<file path="src/rtl/fx3_bus_arbiter_pkg.sv">
// Shared types and constants for the FX3 GPIF bus arbiter.
package fx3_bus_arbiter_pkg;

  typedef enum logic [2:0] {
    ST_IDLE,
    ST_SOCK_SETUP,
    ST_IN_ACTIVE,
    ST_OUT_ACTIVE,
    ST_TURNAROUND
  } state_t;

  typedef enum logic {
    GRANT_IN  = 1'b0,
    GRANT_OUT = 1'b1
  } grant_t;

  // FX3 flag latencies seen by the in/out path submodules.
  localparam int unsigned FX3_READ_START_LATENCY = 2;
  localparam int unsigned FX3_WRITE_FULL_LATENCY = 3;

endpackage

</file>
<file path="src/rtl/fx3_bus_arbiter_watchdog.sv">
// Transfer watchdog: cleared by load, counts while enabled, flags expiry.
module fx3_bus_arbiter_watchdog #(
  parameter int unsigned WIDTH  = 16,
  parameter int unsigned CYCLES = 65535
) (
  input  logic clk,
  input  logic rst,
  input  logic load,
  input  logic enable,
  output logic expire
);

  localparam logic [WIDTH-1:0] LIMIT = WIDTH'(CYCLES - 1);

  logic [WIDTH-1:0] count;

  // Count active cycles; load restarts the count for a new transfer.
  always_ff @(posedge clk) begin
    if (rst || load) begin
      count <= '0;
    end else if (enable) begin
      count <= count + WIDTH'(1);
    end
  end

  // Expiry on the last permitted cycle; CYCLES of 0 disables the watchdog.
  always_comb begin
    expire = (CYCLES != 0) && enable && (count == LIMIT);
  end

endmodule

</file>
<file path="src/rtl/fx3_bus_arbiter.sv">
// Shares the FX3 GPIF phy between the in path and the two-channel out path.
module fx3_bus_arbiter
  import fx3_bus_arbiter_pkg::*;
#(
  parameter int unsigned SOCKET_SETUP_CYCLES = 2,
  parameter int unsigned TURNAROUND_CYCLES   = 1,
  parameter int unsigned TIMEOUT_WIDTH       = 16,
  parameter int unsigned TIMEOUT_CYCLES      = 65535,
  parameter logic [1:0]  IN_SOCKET           = 2'd0,
  parameter logic [1:0]  OUT_SOCKET_BASE     = 2'd2
) (
  input  logic       clk,
  input  logic       rst,
  input  logic       i_out_rdy,
  input  logic       i_in_rdy,
  input  logic       i_in_fifo_ready,
  input  logic [1:0] i_rpath_ready,
  output logic [1:0] o_socket_addr,
  output logic       o_bus_dir,
  output logic       o_in_path_enable,
  input  logic       i_in_path_finished,
  output logic       o_out_path_enable,
  output logic       o_out_channel,
  input  logic       i_out_path_finished,
  output logic       o_abort,
  output logic       o_busy
);

  localparam logic [7:0] SETUP_LAST = 8'(SOCKET_SETUP_CYCLES - 1);
  localparam logic [7:0] TURN_LAST  = 8'(TURNAROUND_CYCLES - 1);

  state_t     state, state_n;
  grant_t     grant_q, grant_n;
  grant_t     last_q, last_n;
  logic       next_chan_q, next_chan_n;
  logic [7:0] cnt_q, cnt_n;
  logic [1:0] socket_q, socket_n;
  logic       chan_q, chan_n;
  logic       in_req, out_req, pick_chan;
  grant_t     pick;
  logic       wd_load, wd_en, wd_expire, abort;

  fx3_bus_arbiter_watchdog #(
    .WIDTH  (TIMEOUT_WIDTH),
    .CYCLES (TIMEOUT_CYCLES)
  ) u_watchdog (
    .clk    (clk),
    .rst    (rst),
    .load   (wd_load),
    .enable (wd_en),
    .expire (wd_expire)
  );

  // State and grant bookkeeping registers.
  always_ff @(posedge clk) begin
    if (rst) begin
      state       <= ST_IDLE;
      grant_q     <= GRANT_IN;
      last_q      <= GRANT_OUT;
      next_chan_q <= 1'b0;
      cnt_q       <= '0;
      socket_q    <= IN_SOCKET;
      chan_q      <= 1'b0;
    end else begin
      state       <= state_n;
      grant_q     <= grant_n;
      last_q      <= last_n;
      next_chan_q <= next_chan_n;
      cnt_q       <= cnt_n;
      socket_q    <= socket_n;
      chan_q      <= chan_n;
    end
  end

  // Request arbitration, next-state logic and outputs.
  always_comb begin
    state_n     = state;
    grant_n     = grant_q;
    last_n      = last_q;
    next_chan_n = next_chan_q;
    cnt_n       = cnt_q;
    socket_n    = socket_q;
    chan_n      = chan_q;
    wd_load     = 1'b0;
    wd_en       = 1'b0;
    abort       = 1'b0;

    in_req    = i_out_rdy & i_in_fifo_ready;
    out_req   = i_in_rdy & (|i_rpath_ready);
    pick_chan = (&i_rpath_ready) ? next_chan_q : i_rpath_ready[1];
    if (in_req && out_req) begin
      pick = (last_q == GRANT_OUT) ? GRANT_IN : GRANT_OUT;
    end else if (in_req) begin
      pick = GRANT_IN;
    end else begin
      pick = GRANT_OUT;
    end

    unique case (state)
      ST_IDLE: begin
        cnt_n = '0;
        if (in_req || out_req) begin
          state_n = ST_SOCK_SETUP;
          grant_n = pick;
          if (pick == GRANT_OUT) begin
            socket_n    = OUT_SOCKET_BASE + {1'b0, pick_chan};
            chan_n      = pick_chan;
            next_chan_n = ~pick_chan;
          end else begin
            socket_n = IN_SOCKET;
          end
        end
      end
      ST_SOCK_SETUP: begin
        wd_load = 1'b1;
        if (cnt_q == SETUP_LAST) begin
          cnt_n   = '0;
          state_n = (grant_q == GRANT_OUT) ? ST_OUT_ACTIVE : ST_IN_ACTIVE;
        end else begin
          cnt_n = cnt_q + 8'd1;
        end
      end
      ST_IN_ACTIVE, ST_OUT_ACTIVE: begin
        wd_en = 1'b1;
        // Finished beats a coinciding timeout; the other path's pulse is ignored.
        if ((state == ST_IN_ACTIVE) ? i_in_path_finished : i_out_path_finished) begin
          last_n  = grant_q;
          state_n = ST_TURNAROUND;
        end else if (wd_expire) begin
          abort   = 1'b1;
          state_n = ST_TURNAROUND;
        end
      end
      ST_TURNAROUND: begin
        if (cnt_q == TURN_LAST) begin
          cnt_n   = '0;
          state_n = ST_IDLE;
        end else begin
          cnt_n = cnt_q + 8'd1;
        end
      end
      default: state_n = ST_IDLE;
    endcase

    o_socket_addr     = socket_q;
    o_out_channel     = chan_q;
    o_in_path_enable  = (state == ST_IN_ACTIVE);
    o_out_path_enable = (state == ST_OUT_ACTIVE);
    o_bus_dir         = ((state == ST_SOCK_SETUP) && (grant_q == GRANT_OUT)) ||
                        (state == ST_OUT_ACTIVE);
    o_busy            = (state != ST_IDLE);
    o_abort           = abort & ~rst;
  end

endmodule

</file>
<file path="config.mk">
export PLATFORM = sky130hd
export DESIGN_NAME = fx3_bus_arbiter
export DESIGN_NICKNAME = d
export VERILOG_FILES = /design/src/rtl/fx3_bus_arbiter_pkg.sv /design/src/rtl/fx3_bus_arbiter_watchdog.sv /design/src/rtl/fx3_bus_arbiter.sv
export SDC_FILE = /design/constraint.sdc
export NUM_CORES = 1
export LEC_CHECK = 0
export CAP_MARGIN = 20
export CORE_UTILIZATION = 50
export DETAILED_ROUTE_END_ITERATION = 7
export PLACE_DENSITY = 0.85
export SETUP_SLACK_MARGIN = 0.3
export SYNTH_ARGS = -nofsm -noshare
export SYNTH_HDL_FRONTEND = slang
export SYNTH_SLANG_ARGS = --single-unit
</file>
<file path="constraint.sdc">
create_clock -name clk -period 1.71 [get_ports clk]
set_input_delay 0.2565 -clock clk [delete_from_list [all_inputs] [get_ports clk]]
set_output_delay 0.2565 -clock clk [all_outputs]
set_load 0.03 [all_outputs]
</file>
==> results of run 1 <==
==> power groups by stage <==
stage / registers, mW / logic (mW) / clock network (mW)
2_1_floorplan: 0.861 / 0.501 / 0
3_3_place_gp: 0.872 / 0.705 / 0
3_5_place_dp: 0.873 / 0.714 / 0
4_1_cts: 0.855 / 1.09 / 0.494
5_1_grt: 0.871 / 1.39 / 0.550
6_report: 0.868 / 1.35 / 0.511
==> metal layers <==
| layer | GRT usage (%) | vias up |
|---|---|---|
| met5 | 0 | - |
| met4 | 22.4 | 0 |
| met2 | 45.8 | 161 |
| met3 | 7.89 | 53 |
| li1 | - | 829 |
| met1 | 41.4 | 889 |
==> path summary, 6_finish.rpt <==
check	start	to	slack (ns)	depth (start not counted)
max	state[1]$_SDFFE_PP0P_	o_abort	-0.41	4
min	o_socket_addr[0]$_SDFFE_PP0P_	o_socket_addr[0]$_SDFFE_PP0P_	0.51	2
max reg2reg	state[0]$_SDFFE_PP0P_	o_out_channel$_SDFFE_PP0P_	-0.34	8
min reg2reg	o_socket_addr[0]$_SDFFE_PP0P_	o_socket_addr[0]$_SDFFE_PP0P_	0.51	2
==> logic make-up (layout without fill, tap and decap cells) <==
family / count (synthesis) / after routing / share of synthesized area [%]
simple gates: 92 / 92 / 27.8
compound gates: 43 / 43 / 16.2
flops: 32 / 32 / 37.4
buf+inv: 20 / 64 / 5.85
xor+xnor: 13 / 13 / 6.65
fa+ha+maj: 5 / 5 / 3.65
mux: 4 / 4 / 2.49
==> sequential cells by signal, summed over array words and instances (netlist names) <==
register          count
cnt_q                 8
grant_q               1
last_q                1
next_chan_q           1
o_out_channel         1
o_socket_addr         1
state                 3
u_watchdog.count     16
==> per-stage QoR <==
step,total power [mW],worst slack [ns],hold WS (ns)
after floorplan,1.36,-0.0668,0.458
after global placement,1.58,-0.274,0.450
after detailed placement,1.59,-0.281,0.459
final,2.73,-0.406,0.513
after CTS,2.44,-0.330,0.472
after global routing,2.81,-0.451,0.533
==> cell usage after synthesis (3+ instances only) <==
library cell  count
nand3_1           6
nand4_1           5
or3_1             8
xnor2_1           9
a21oi_1          11
nor4_1            7
nor2b_1           4
ha_1              5
a211oi_1          3
dfxtp_1          32
nor3_1            5
clkbuf_1          5
xor2_1            4
nand2_1          22
o21ai_0          10
nor2_1           21
inv_1            10
==> worst max-delay path, cell delays in order (launching register included) <==
cell      delay, ns
dfxtp_1        0.44
nand2b_1       0.15
or4_4          0.57
nor3_4         0.19
buf_6          0.15
==> cell type report <==
cell class	count	area, um2	area share (%)
inverters	10	45.0	1.75
well taps	44	55.1	2.14
clock buffers	7	65.1	2.53
multi-input cells	157	1260	49.2
flip-flops and latches	32	658	25.6
repair buffers	47	482	18.7
==> repair_timing <==
action	in CTS	in global routing
pin swaps	18	13
resized for setup	50	35
cloned	1	0
endpoints found under the setup margin	27	38
setup buffers	9	2
==> run metrics, run 1 <==
vias 1932; sequential power share 31.8%; Routed WL 6300 um; Reg clk slew, reported paths 0.10 ns; Placeable Area 0.00315 mm2; max-slew violation count 0; final worst slack -0.406 ns; worst path required time 1.45 ns; vias per cell 6.51; largest net degree at the start of global routing 12; DP HPWL 2750 um; Hold Vio Cnt, Final 0; Power Density 1060 mW/mm2; Slew HR 67.1%; sequential area share after synthesis 37.4%; CTS max path bufs 2; post-route clock period utilization 124%; Initial DRC Count 174; clk_lat worst skew 0.36 ns; FMAX 473 MHz; leakage 0.932 nW; Period minus WS final 2.12 ns; violated checks negative setup slack; syn_nets 223; number of synthesized flops with an enable pin 0; met2 routed WL 2900 um; DRT Pass-1 Iters 5; io pins 17; status finished with violations; met3 WL 710 um; Internal 1.69 mW; Layout fillers 162; Fin Setup TNS -3.05 ns; grt total ovfl 0; share of the synthesized area in the top cell type 37.4%; hold crit path type reg2reg; share of layout cells above drive strength 1 41.9%; Rows 20; clock share of power 18.7%; antenna diode count 0; final RePlAce weighted congestion 0.835; die area 0.00366 mm2; Hold-fix buffers, CTS 0; Sw Pwr 1.04 mW; MaxCap Viol Count 0; wire length of the first global-routing pass 8220 um; total CTS buffers 5; RSZ-0062 raised after global routing true; TritonCTS clock tree built; CP endpoint kind output port; fin area 0.00257 mm2; top sig layer met4; ys async rst share 0%; H-Tree Depth 2; Mapped Cells 209; Total Routing Usage GR 31.7%; Yosys cell types 47; post-synth top area cell dfxtp_1; Logic pwr share 49.5%; WL met1 2350 um; Synth Register Bits 32; Worst Tran Pin Value 0.491 ns; worst setup path category reg2out; CP Launch Type flop; Synthesis Warnings 0; Buffers on Ports 16; Initial Utilization 54.3%; initial antenna violation count 0; fin nets 267; Worst Path Arrival 1.86 ns; DRC 0; crit path max fanout 4; Syn Area/Cell 8.19 um2; clock root buffer clkbuf_4; placed cell count 278; Clock Sinks 32; area delta synth->final 50.1%; Layout Utilization 81.5%; DR WL/cell 21.2 um; Die Y 60.5 um; most frequent cells in the layout nand2_1, dfxtp_1, buf_4; Clock Skew 0.00594 ns; Mapped Area 0.00171 mm2; peak supply drop 0.000710 V; Layout Cells excl Fill 297; vias in the first global route 1744; Sw Ratio 38.0%; Die X 60.5 um; largest cells by area after synthesis dfxtp_1, nand2_1, nor2_1, xnor2_1, ha_1; Setup Viol. Count Final 28; Most used DFF post-synth dfxtp_1; antenna viol nets, final 0; placed cell areas 0.00208 mm2
(Power assumes the default switching activity.)
==> run 2: changes to the inputs <==
- SKIP_CTS_REPAIR_TIMING: unset -> 1
==> run 2 against run 1 <==
The run still ends with negative setup slack left; worst setup slack gained 0.046 ns; worst hold slack got worse by 0.075 ns; register-to-register slack improved by 0.18 ns; core utilization increased by 0.48 points; cell count rose by 1.7%; count of clock-buffer cells in the layout unchanged; critical path depth did not move; maximum frequency is 2.2% higher; critical endpoint unchanged.
==> run metrics, run 2 (synthesis gave the netlist of run 1 again) <==
Clock Skew 0.00655 ns (+0.000612 ns); vias 1900 (-1.7%); worst hold stages 3 (+1); worst setup path category reg2out; Total Routing Usage GR 23.2% (-8.6 points); Setup Viol. Count Final 7 (-75%); sequential power share 33.8% (+2.0 points); area delta synth->final 51.0%; Initial DRC Count 175 (+0.57%); largest net degree at the start of global routing 16 (+4); final worst slack -0.360 ns (+0.0458 ns); reg2reg path depth 6 (-2); H-Tree Depth 2 (unchanged); Die Y 60.5 um (unchanged); Reg clk slew, reported paths 0.10 ns (about the same); peak supply drop 0.000790 V (+11%); leakage 0.978 nW (+5.0%); MaxCap Viol Count 0 (unchanged); CP Launch Type flop; Placeable Area 0.00315 mm2 (unchanged); Logic pwr share 46.9% (-2.6 points); Worst Path Arrival 1.81 ns (-0.05 ns); share of layout cells above drive strength 1 40.3% (-1.6 points); FMAX 483 MHz (+2.2%); DRC 0 (unchanged); antenna viol nets, final 0 (unchanged); grt total ovfl 0 (unchanged); CP endpoint kind output port; clock share of power 19.3% (+0.6 points); die area 0.00366 mm2 (unchanged); Sw Pwr 0.946 mW (-8.7%); Hold Vio Cnt, Final 0 (unchanged); Rows 20 (unchanged); vias per cell 6.29 (-3.3%); most common cell after layout, fill and taps aside buf_4; post-route clock period utilization 121% (-2.7 points); vias in the first global route 1453 (-17%); initial antenna violation count 0 (unchanged); Worst Tran Pin Value 0.519 ns (+0.0277 ns); Reg with most FFs u_watchdog.count; Period minus WS final 2.07 ns (-0.0458 ns); Slowest cell on crit path or4_4; Clock Sinks 32 (unchanged); total CTS buffers 5 (unchanged); critical path cell sequence mux2_4 -> or4_4 -> nor3_4 -> buf_6; status finished with violations; max reg flops 16 (unchanged); most frequent cells in the layout buf_4, nand2_1, dfxtp_1; Slew HR 64.5% (-2.6 points); TritonCTS clock tree built; wire length of the first global-routing pass 6150 um (-25%); RSZ-0062 raised after global routing true; antenna diode count 0 (unchanged); Routed WL 5890 um (-6.4%); Pwr Total 2.57 mW (-5.8%); DR WL/cell 19.5 um (-8.0%); clk_lat worst skew 0.34 ns (-0.02 ns); Initial Utilization 54.3% (unchanged); DRT Pass-1 Iters 7 (+2); Buffers on Ports 16 (unchanged); crit path max fanout 3 (-1); worst path required time 1.45 ns (about the same); Max stage delay on crit path 0.45 ns (-0.12 ns); CTS max path bufs 2 (unchanged); Internal 1.62 mW (-4.1%); violated checks negative setup slack; fin nets 272 (+1.9%); final RePlAce weighted congestion 0.835 (unchanged); Die X 60.5 um (unchanged); Top Registers u_watchdog.count (16), cnt_q (8), state (3); DP HPWL 2750 um (unchanged); Sw Ratio 36.9% (-1.2 points); hold crit path type in2reg; max-slew violation count 0 (unchanged); Power Density 993 mW/mm2 (-6.4%); Place WS -0.281 ns (unchanged); clock root buffer clkbuf_4; io pins 17 (unchanged)
run 2: per-stage QoR:
step	cells	utilization, %	hold WS (ns)	cell area, um2	TNS [ns]
after floorplan	209	-	0.458	1790	-0.0668
after global placement	278	66.0	0.450	2080	-0.990
after detailed placement	278	66.0	0.459	2080	-1.21
after CTS	285	68.1	0.475	2150	-0.717
after global routing	302	82.0	0.412	2580	-1.37
final	302	82.0	0.438	2580	-1.03
run 2: path summary, 6_finish.rpt:
kind | from | slack (ns) | to
worst max-delay path | state[0]$_SDFFE_PP0P_ | -0.36 | o_abort
worst min-delay path | rst | 0.44 | state[1]$_SDFFE_PP0P_
worst max register to register | u_watchdog.count[2]$_SDFFE_PP0N_ | -0.16 | u_watchdog.count[13]$_SDFFE_PP0N_
worst min register to register | o_out_channel$_SDFFE_PP0P_ | 0.50 | o_out_channel$_SDFFE_PP0P_
run 2: power by group through the flow:
stage | clock, mW | combinational, mW | sequential (mW)
floorplan | 0 | 0.501 | 0.861
global placement | 0 | 0.705 | 0.872
detailed placement | 0 | 0.714 | 0.873
CTS | 0.494 | 0.721 | 0.855
global route | 0.530 | 1.26 | 0.872
finish | 0.495 | 1.20 | 0.868
run 2: area by class of cell:
type                       count  area [um2]
inverter                      10        47.5
fill                         153         568
multi-input combinational    157        1220
tap                           44        55.1
timing repair buffer          52         519
sequential                    32         677
clock buffer                   7        65.1
run 2: metal layers:
metal  GRT usage, %  part of all wire (%)  vias up
li1               -                     -      843
met1           29.7                    40      886
met2           35.0                    45      145
met3           8.32                    11       26
met4           10.4                   4.2        0
met5              0                     0        -
run 2: worst max-delay path, delay by kind of cell (launching register included):
| kind | cells | cell delay, ns |
|---|---|---|
| and+or+nand+nor | 2 | 0.64 |
| DFF | 1 | 0.38 |
| muxes | 1 | 0.31 |
| buffers and inverters | 1 | 0.15 |
==> run 3: changes to the inputs <==
- CORE_UTILIZATION: 50 -> 53
- CTS_BUF_LIST: unset -> sky130_fd_sc_hd__clkbuf_4 sky130_fd_sc_hd__clkbuf_8
- PLACE_DENSITY: 0.85 -> 0.89
==> run 3 against run 2 <==
The run still ends with negative setup slack left; power down 7.5%; die area down 5.5%; via count down 1.1%; clock power down 9.3%; cell count unchanged; register-to-register slack better by 0.06 ns; maximum frequency down 2.7%; critical path type unchanged; largest power group unchanged.
==> run metrics, run 3 (synthesis gave the netlist of run 1 again) <==
Placeable Area 0.00305 mm2 (-3.2%); H-Tree Depth 2 (unchanged); antenna viol nets, final 0 (unchanged); DP HPWL 2840 um (+3.3%); leakage 0.958 nW (-2.0%); CTS max path bufs 2 (unchanged); most common cell after layout, fill and taps aside buf_4; wire length of the first global-routing pass 6600 um (+7.3%); DRT Pass-1 Iters 4 (-3); R2R setup slack -0.10 ns (+0.06 ns); worst path required time 1.45 ns (about the same); die area 0.00346 mm2 (-5.5%); Internal 1.46 mW (-10%); fin nets 272 (unchanged); FF-to-FF Start u_watchdog.count[3]$_SDFFE_PP0N_; Worst Path Arrival 1.87 ns (+0.06 ns); RSZ-0062 raised after global routing true; Die Y 58.8 um (-2.8%); clock share of power 18.9% (-0.4 points); crit path max fanout 3 (unchanged); Sw Ratio 38.6% (+1.8 points); vias in the first global route 1535 (+5.6%); status finished with violations; io pins 17 (unchanged); Period minus WS final 2.13 ns (+0.0569 ns); max reg flops 16 (unchanged); Initial DRC Count 125 (-29%); post-route clock period utilization 124% (+3.3 points); peak supply drop 0.000731 V (-7.4%); Die X 58.8 um (-2.8%); DR WL/cell 20.3 um (+4.1%); hold crit path type in2reg; reg2reg path depth 6 (unchanged); Slew HR 67.5% (+3.0 points); vias 1880 (-1.1%); clock root buffer clkbuf_4; DRC 0 (unchanged); TritonCTS clock tree built; clk_lat worst skew 0.36 ns (+0.02 ns); area delta synth->final 47.7%; Rows 20 (unchanged); CP endpoint kind output port; Clock Sinks 32 (unchanged); Total Routing Usage GR 25.5% (+2.3 points); Worst Tran Pin Value 0.484 ns (-0.0348 ns); Clock Skew 0.0351 ns (+0.0286 ns); Routed WL 6130 um (+4.1%); MaxCap Viol Count 0 (unchanged); Place WS -0.282 ns (-0.000935 ns); Reg clk slew, reported paths 0.13 ns (+0.03 ns); sequential power share 36.7% (+2.9 points); worst hold stages 3 (unchanged); Logic pwr share 44.4% (-2.5 points); Initial Utilization 56.1% (+1.8 points); total CTS buffers 5 (unchanged); Reg with most FFs u_watchdog.count; final RePlAce weighted congestion 0.791 (-5.3%); vias per cell 6.23 (-1.1%); violated checks negative setup slack; initial antenna violation count 0 (unchanged); Setup Viol. Count Final 8 (+1); worst flop-to-flop path endpoint u_watchdog.count[15]$_SDFFE_PP0N_; max-slew violation count 0 (unchanged); Power Density 939 mW/mm2 (-5.5%); Buffers on Ports 16 (unchanged); largest net degree at the start of global routing 12 (-4); Slowest cell on crit path or4_4; Top Registers u_watchdog.count (16), cnt_q (8), state (3); share of layout cells above drive strength 1 41.5% (+1.2 points); antenna diode count 0 (unchanged); critical path cell sequence mux2_4 -> or4_4 -> nor3_4 -> buf_6; Sw Pwr 0.918 mW (-3.0%); final worst slack -0.417 ns (-0.0569 ns); grt total ovfl 0 (unchanged); Pwr Total 2.37 mW (-7.5%); worst hold endpoint state[1]$_SDFFE_PP0P_; Hold Startpoint rst; FMAX 470 MHz (-2.7%); most frequent cells in the layout buf_4, nand2_1, dfxtp_1; Hold Vio Cnt, Final 0 (unchanged); CP Launch Type flop; worst setup path category reg2out; Max stage delay on crit path 0.44 ns (about the same)
==> run 3: worst max path at each step <==
stage                               start       to  slack [ns]  depth (start not counted)
CTS                 state[0]$_SDFFE_PP0P_  o_abort       -0.37                          4
global route        state[0]$_SDFFE_PP0P_  o_abort       -0.46                          4
floorplan           state[0]$_SDFFE_PP0P_  o_abort       -0.07                          4
detailed placement    i_out_path_finished  o_abort       -0.28                          5
global placement       i_in_path_finished  o_abort       -0.27                          5
finish              state[0]$_SDFFE_PP0P_  o_abort       -0.42                          4
==> run 3: area by class of cell <==
type | count | area [um2]
multi-input combinational | 157 | 1220
sequential | 32 | 671
fill | 157 | 524
timing repair buffer | 52 | 492
tap | 44 | 55.1
clock buffer | 6 | 45.0
inverter | 10 | 40.0
clock inverter | 1 | 5.00
==> run 3: layer usage <==
layer	global-route usage, %	part of all wire [%]
met1	30.2	40
met4	11.2	3.9
met5	0	0
met2	43.7	48
met3	5.93	8.3
==> run 3: per-stage QoR <==
step	hold WS (ns)	setup TNS [ns]	utilization, %	std cells	cell area [um2]
after global placement	0.456	-1.08	67.5	277	2060
after detailed placement	0.453	-1.29	67.5	277	2060
final	0.390	-0.810	82.8	302	2530
after CTS	0.469	-0.623	69.1	284	2110
after global routing	0.373	-1.21	82.8	302	2530
after floorplan	0.458	-0.0668	-	209	1790
==> run 3: power groups by stage <==
stage | Combinational [mW] | Sequential [mW] | Clock [mW]
after floorplan | 0.501 | 0.861 | 0
after global placement | 0.675 | 0.870 | 0
after detailed placement | 0.692 | 0.873 | 0
after CTS | 0.699 | 0.856 | 0.418
after global routing | 1.11 | 0.872 | 0.480
final | 1.06 | 0.871 | 0.449
==> run 3: critical path: cells and delay by family (launching register included) <==
family | cells | cell delay, ns
buf+inv | 1 | 0.16
flops | 1 | 0.41
mux | 1 | 0.32
simple gates | 2 | 0.63
